`src/rtl/instr_fetch_stage.sv`:
```
// Instruction fetch stage: issues one imem request at a time and drives the PC's next address.
// It buffers responses into an IF/ID register with a valid/ready handshake, and redirects and flushes on taken branches.
module instr_fetch_stage #(
  parameter int XLEN   = 32,
  parameter int PC_INC = 4
) (
  input  logic            clk,
  input  logic            rst_n,
  input  logic [XLEN-1:0] pc_addr,
  output logic [XLEN-1:0] new_addr,
  output logic            imem_req,
  output logic [XLEN-1:0] imem_addr,
  input  logic            imem_valid,
  input  logic [XLEN-1:0] imem_rdata,
  input  logic            br_taken,
  input  logic [XLEN-1:0] br_target,
  output logic            if_valid,
  output logic [XLEN-1:0] if_instr,
  output logic [XLEN-1:0] if_pc,
  input  logic            id_ready
);

  localparam logic [1:0] S_REQ  = 2'd0;
  localparam logic [1:0] S_WAIT = 2'd1;
  localparam logic [1:0] S_HOLD = 2'd2;
  localparam logic [1:0] S_DROP = 2'd3;

  logic [1:0]      state, state_nxt;
  logic [XLEN-1:0] pend_instr, pend_pc;
  logic            out_free;
  logic            load_from_mem, load_from_pend, load_pend;
  logic            advance;

  assign out_free = !if_valid || id_ready;
  assign advance  = load_from_mem || load_from_pend;

  // Only one request is ever outstanding, so the request is simply "we are in S_REQ".
  assign imem_req  = rst_n && (state == S_REQ);
  assign imem_addr = pc_addr;

  always_comb begin
    if (br_taken)     new_addr = br_target;
    else if (advance) new_addr = pc_addr + XLEN'(PC_INC);
    else              new_addr = pc_addr;
  end

  // NOTE: every output of this block gets a default first, so no path can infer a latch.
  always_comb begin
    state_nxt      = state;
    load_from_mem  = 1'b0;
    load_from_pend = 1'b0;
    load_pend      = 1'b0;
    case (state)
      S_REQ:  state_nxt = br_taken ? S_DROP : S_WAIT;
      S_WAIT: begin
        if (br_taken) begin
          state_nxt = imem_valid ? S_REQ : S_DROP;
        end else if (imem_valid) begin
          if (out_free) begin
            load_from_mem = 1'b1;
            state_nxt     = S_REQ;
          end else begin
            load_pend = 1'b1;
            state_nxt = S_HOLD;
          end
        end
      end
      S_HOLD: begin
        if (br_taken) begin
          state_nxt = S_REQ;
        end else if (id_ready) begin
          load_from_pend = 1'b1;
          state_nxt      = S_REQ;
        end
      end
      S_DROP:  if (imem_valid) state_nxt = S_REQ;
      default: state_nxt = S_REQ;
    endcase
  end

  // NOTE: sequential state uses non-blocking assignments so every register samples pre-edge values.
  always_ff @(posedge clk or negedge rst_n) begin
    if (!rst_n) begin
      state      <= S_REQ;
      pend_instr <= '0;
      pend_pc    <= '0;
    end else begin
      state <= state_nxt;
      if (load_pend) begin
        pend_instr <= imem_rdata;
        pend_pc    <= pc_addr;
      end
    end
  end

  // Flush beats both a new capture and a plain decode transfer.
  always_ff @(posedge clk or negedge rst_n) begin
    if (!rst_n) begin
      if_valid <= 1'b0;
      if_instr <= '0;
      if_pc    <= '0;
    end else if (br_taken) begin
      if_valid <= 1'b0;
    end else if (load_from_mem) begin
      if_valid <= 1'b1;
      if_instr <= imem_rdata;
      if_pc    <= pc_addr;
    end else if (load_from_pend) begin
      if_valid <= 1'b1;
      if_instr <= pend_instr;
      if_pc    <= pend_pc;
    end else if (if_valid && id_ready) begin
      if_valid <= 1'b0;
    end
  end

endmodule

```
`config.mk`:
```
export PLATFORM = sky130hd
export DESIGN_NAME = instr_fetch_stage
export DESIGN_NICKNAME = d
export VERILOG_FILES = /design/src/rtl/instr_fetch_stage.sv
export SDC_FILE = /design/constraint.sdc
export NUM_CORES = 1
export LEC_CHECK = 0
export CORE_AREA = 3 3 132 134
export DETAILED_ROUTE_END_ITERATION = 6
export DIE_AREA = 0 0 135 137
export GPL_ROUTABILITY_DRIVEN = 0
export PLACE_DENSITY = 0.77
export SLEW_MARGIN = 20
export SYNTH_ARGS = -nofsm -noshare
export SYNTH_HDL_FRONTEND = slang
export SYNTH_SLANG_ARGS = --single-unit
export TNS_END_PERCENT = 50
```
`constraint.sdc`:
```
create_clock -name clk -period 1.9 [get_ports clk]
set_clock_uncertainty 0.15 [all_clocks]
set_input_delay 0.19 -clock clk [delete_from_list [all_inputs] [get_ports clk]]
set_output_delay 0.19 -clock clk [all_outputs]
set_load 0.02 [all_outputs]
```
==> impl_metrics.tcl <==
set metrics [dict create \
    clkTransAtPathRegs_ns 0.06 \
    fin_cells 1197 \
    crit_type "reg2out" \
    cts_made_buffers 17 \
    syn_avg_cell_area_um2 10.6 \
    final_util_pct 73.1 \
    reg2reg_depth 10 \
    p_leak_nw 5.70 \
    fin_crit_ns 2.66 \
    clkSinkCount 131 \
    start_kind "register" \
    cts-htree-levels 4 \
    antenna_found_initial 1 \
    multiInputGateArea_um2 3790 \
    globalRouteTotalUtil_pct 24.2 \
    grt_pass1_wl_um 34600 \
    fmax_mhz 376 \
    cts_tree "yes" \
    syn-cell-area_um2 6870 \
    slew_viol_final 0 \
    io_buffers 230 \
    clockBufferDepth 2 \
    synth.net_count 752 \
    violations "negative setup slack" \
    endpoint_kind "output port" \
    insertion_delay_ns 0.41 \
    grt_pass1_vias 6148 \
    synth_edf_count 0 \
    placeableCoreArea_um2 16400 \
    wl_per_cell_um 19.6 \
    root_buffer "clkbuf_16" \
    synthArstFlopShare_pct 100 \
    num_vias 6220 \
    rrSetupSlack_ns -0.58 \
    dp_hpwl_um 13300 \
    reg2reg_to "if_instr[15]$_DFFE_PN0P_" \
    p_total_mw 14.2 \
    status "finished, violations left" \
    maxSlewHeadroom_pct 51.1 \
    firstDrtPassIters 4 \
    r2r-start "state[1]$_DFFE_PN0P_" \
    synthFlopType "dfrtp_1" \
    power_density_nw_per_um2 1180 \
    num-fill-cells 1064 \
    hold_viol_final 0 \
    ant_nets 0 \
    wirelength_um 23500 \
    dpl.cell_count 1105 \
    die_w_um 135 \
    hold_end "pend_instr[24]$_DFFE_PN0P_" \
    synth_top_area_share_pct 47.7 \
    dieArea_um2 18500 \
    synth.distinct_cells 48 \
    die_y_um 137 \
    globalRouteOverflowTotal 0 \
    maxCapViolations 0 \
    yosysSeqAreaShare_pct 47.7 \
    grt_max_degree 132 \
    hp-start "imem_rdata[24]" \
    min_path_cells 2 \
    area_growth_pct 74.5 \
    drtIter0Drc 271 \
    vias_per_cell 5.20 \
    finalCritPeriodShare_pct 140 \
    final-seq-area_um2 3280 \
    yosysTopAreaCell "dfrtp_1" \
    worst_slack_ns -0.761 \
    worst_pin_slew_ns 0.733 \
    rsz0062_at_grt "true" \
    worstHoldPathType "in2reg" \
    drc 0 \
    critPathRequiredTime_ns 1.56 \
    peakVddDrop_v 0.000979 \
    drive_gt1_share_pct 37.9 \
    yosysWarnings 0 \
    row_count 47 \
    syn_inst 650 \
    crit_fanout 5 \
    ioPinCount 231 \
    setup_viol 159 \
    synthTopCellsByArea "dfrtp_1, mux2i_1, mux2_2" \
    start_util_pct 41.9 \
    ys_ff_latch 131 \
    fin_nets 1064 \
    cp.arrival_ns 2.32 \
]
[worst max path at each step]
stage	from	endpoint	slack, ns
floorplan	if_valid$_DFFE_PN0P_	new_addr[20]	-0.20
detailed placement	pc_addr[14]	new_addr[31]	-1.07
global route	state[1]$_DFFE_PN0P_	new_addr[27]	-0.87
global placement	pc_addr[14]	new_addr[31]	-1.06
CTS	state[1]$_DFFE_PN0P_	new_addr[29]	-0.75
finish	state[1]$_DFFE_PN0P_	new_addr[27]	-0.76
[cells in the mapped netlist, types with 8 or more instances]
library cell    n
buf_2          15
buf_4          35
clkbuf_1       17
dfrtp_1       131
mux2_2         50
mux2_4         12
mux2i_1        62
nand2_1       107
nand3_1         8
nand4_1         9
o21ai_0        86
o21ai_1        10
xnor2_1        15
xor2_1          9
[repair_timing]
action | in CTS | in global routing
hold endpoints to repair | 131 | 0
buffers inserted | 28 | 13
endpoints found under the setup margin | 133 | 161
gates resized for setup | 338 | 74
hold buffers | 1 | 0
gates cloned | 18 | 3
pin swaps | 51 | 38
[sequential cells by signal, summed over array words and instances, names as in the netlist]
register / count
if_instr: 32
if_pc: 32
pend_instr: 32
pend_pc: 32
state: 2
if_valid: 1
[worst max-delay path, cell delays in order, from the launching register on]
cell and delay (ns):
dfrtp_1 0.40, nand4b_1 0.22, buf_4 0.19, a31o_4 0.26, buf_6 0.13, nor3_4 0.18, nand4_1 0.18, a31oi_4 0.20
buf_6 0.14
[per-stage QoR]
step	setup TNS [ns]	instance area (µm²)	worst slack, ns	hold WS [ns]
final	-62.19	12000	-0.761	0.267
after global routing	-75.21	12000	-0.873	0.253
after CTS	-36.44	11600	-0.752	0.252
after detailed placement	-55.68	9860	-1.07	0.237
after global placement	-51.27	9860	-1.06	0.230
after floorplan	-3.10	7080	-0.205	-0.256
[cell families (layout without fill, tap and decap cells)]
group / after synthesis / in the layout / share of synthesized area (%)
AND/OR/NAND/NOR: 177 / 177 / 13.5
flip-flops: 131 / 131 / 47.7
multiplexers: 124 / 124 / 19.8
AO/OA/AOI/OAI: 112 / 114 / 8.59
buffers and inverters: 81 / 404 / 7.16
XOR/XNOR: 24 / 24 / 3.06
adder cells (fa/ha/maj): 1 / 1 / 0.182
other: 0 / 2 / 0
[layout make-up]
class	count	share of cell area, %
timing repair buffer	367	33.8
sequential	131	27.4
clock buffer	22	3.95
antenna	2	0.0417
clock inverter	10	0.824
inverter	5	0.157
multi-input combinational	440	31.6
tap	220	2.30
[where the power goes]
part | total (mW) | leakage (nW) | switching, mW | internal (mW)
Combinational | 6.73 | 3.67 | 3.11 | 3.62
Clock | 3.17 | 0.278 | 1.26 | 1.92
Sequential | 4.29 | 1.75 | 0.575 | 3.72
[layer usage]
metal,GRT usage (%),part of all wire [%]
met5,0,0
met4,5.26,1.6
met2,41.4,51
met1,30.4,41
met3,7.32,7.0
[placed cells by master (no fill, tap or decap), types with 4 or more instances in the layout]
cell / count
clkdlybuf4s50_1: 191
dfrtp_1: 130
nand2_1: 95
buf_4: 85
o21ai_1: 61
mux2i_1: 51
mux2_2: 50
buf_6: 45
o21ai_2: 33
clkbuf_16: 20
buf_16: 16
buf_12: 13
mux2_4: 12
nor4_4: 11
nand4_1: 9
mux2i_2: 9
xnor2_1: 8
nand2_2: 8
xnor2_2: 7
xor2_1: 7
and4_1: 5
and3_1: 4
nand3_1: 4
nor2_1: 4
inv_1: 4
nand2_4: 4
dlygate4sd2_1: 4
Power figures use the tool's default switching activity.
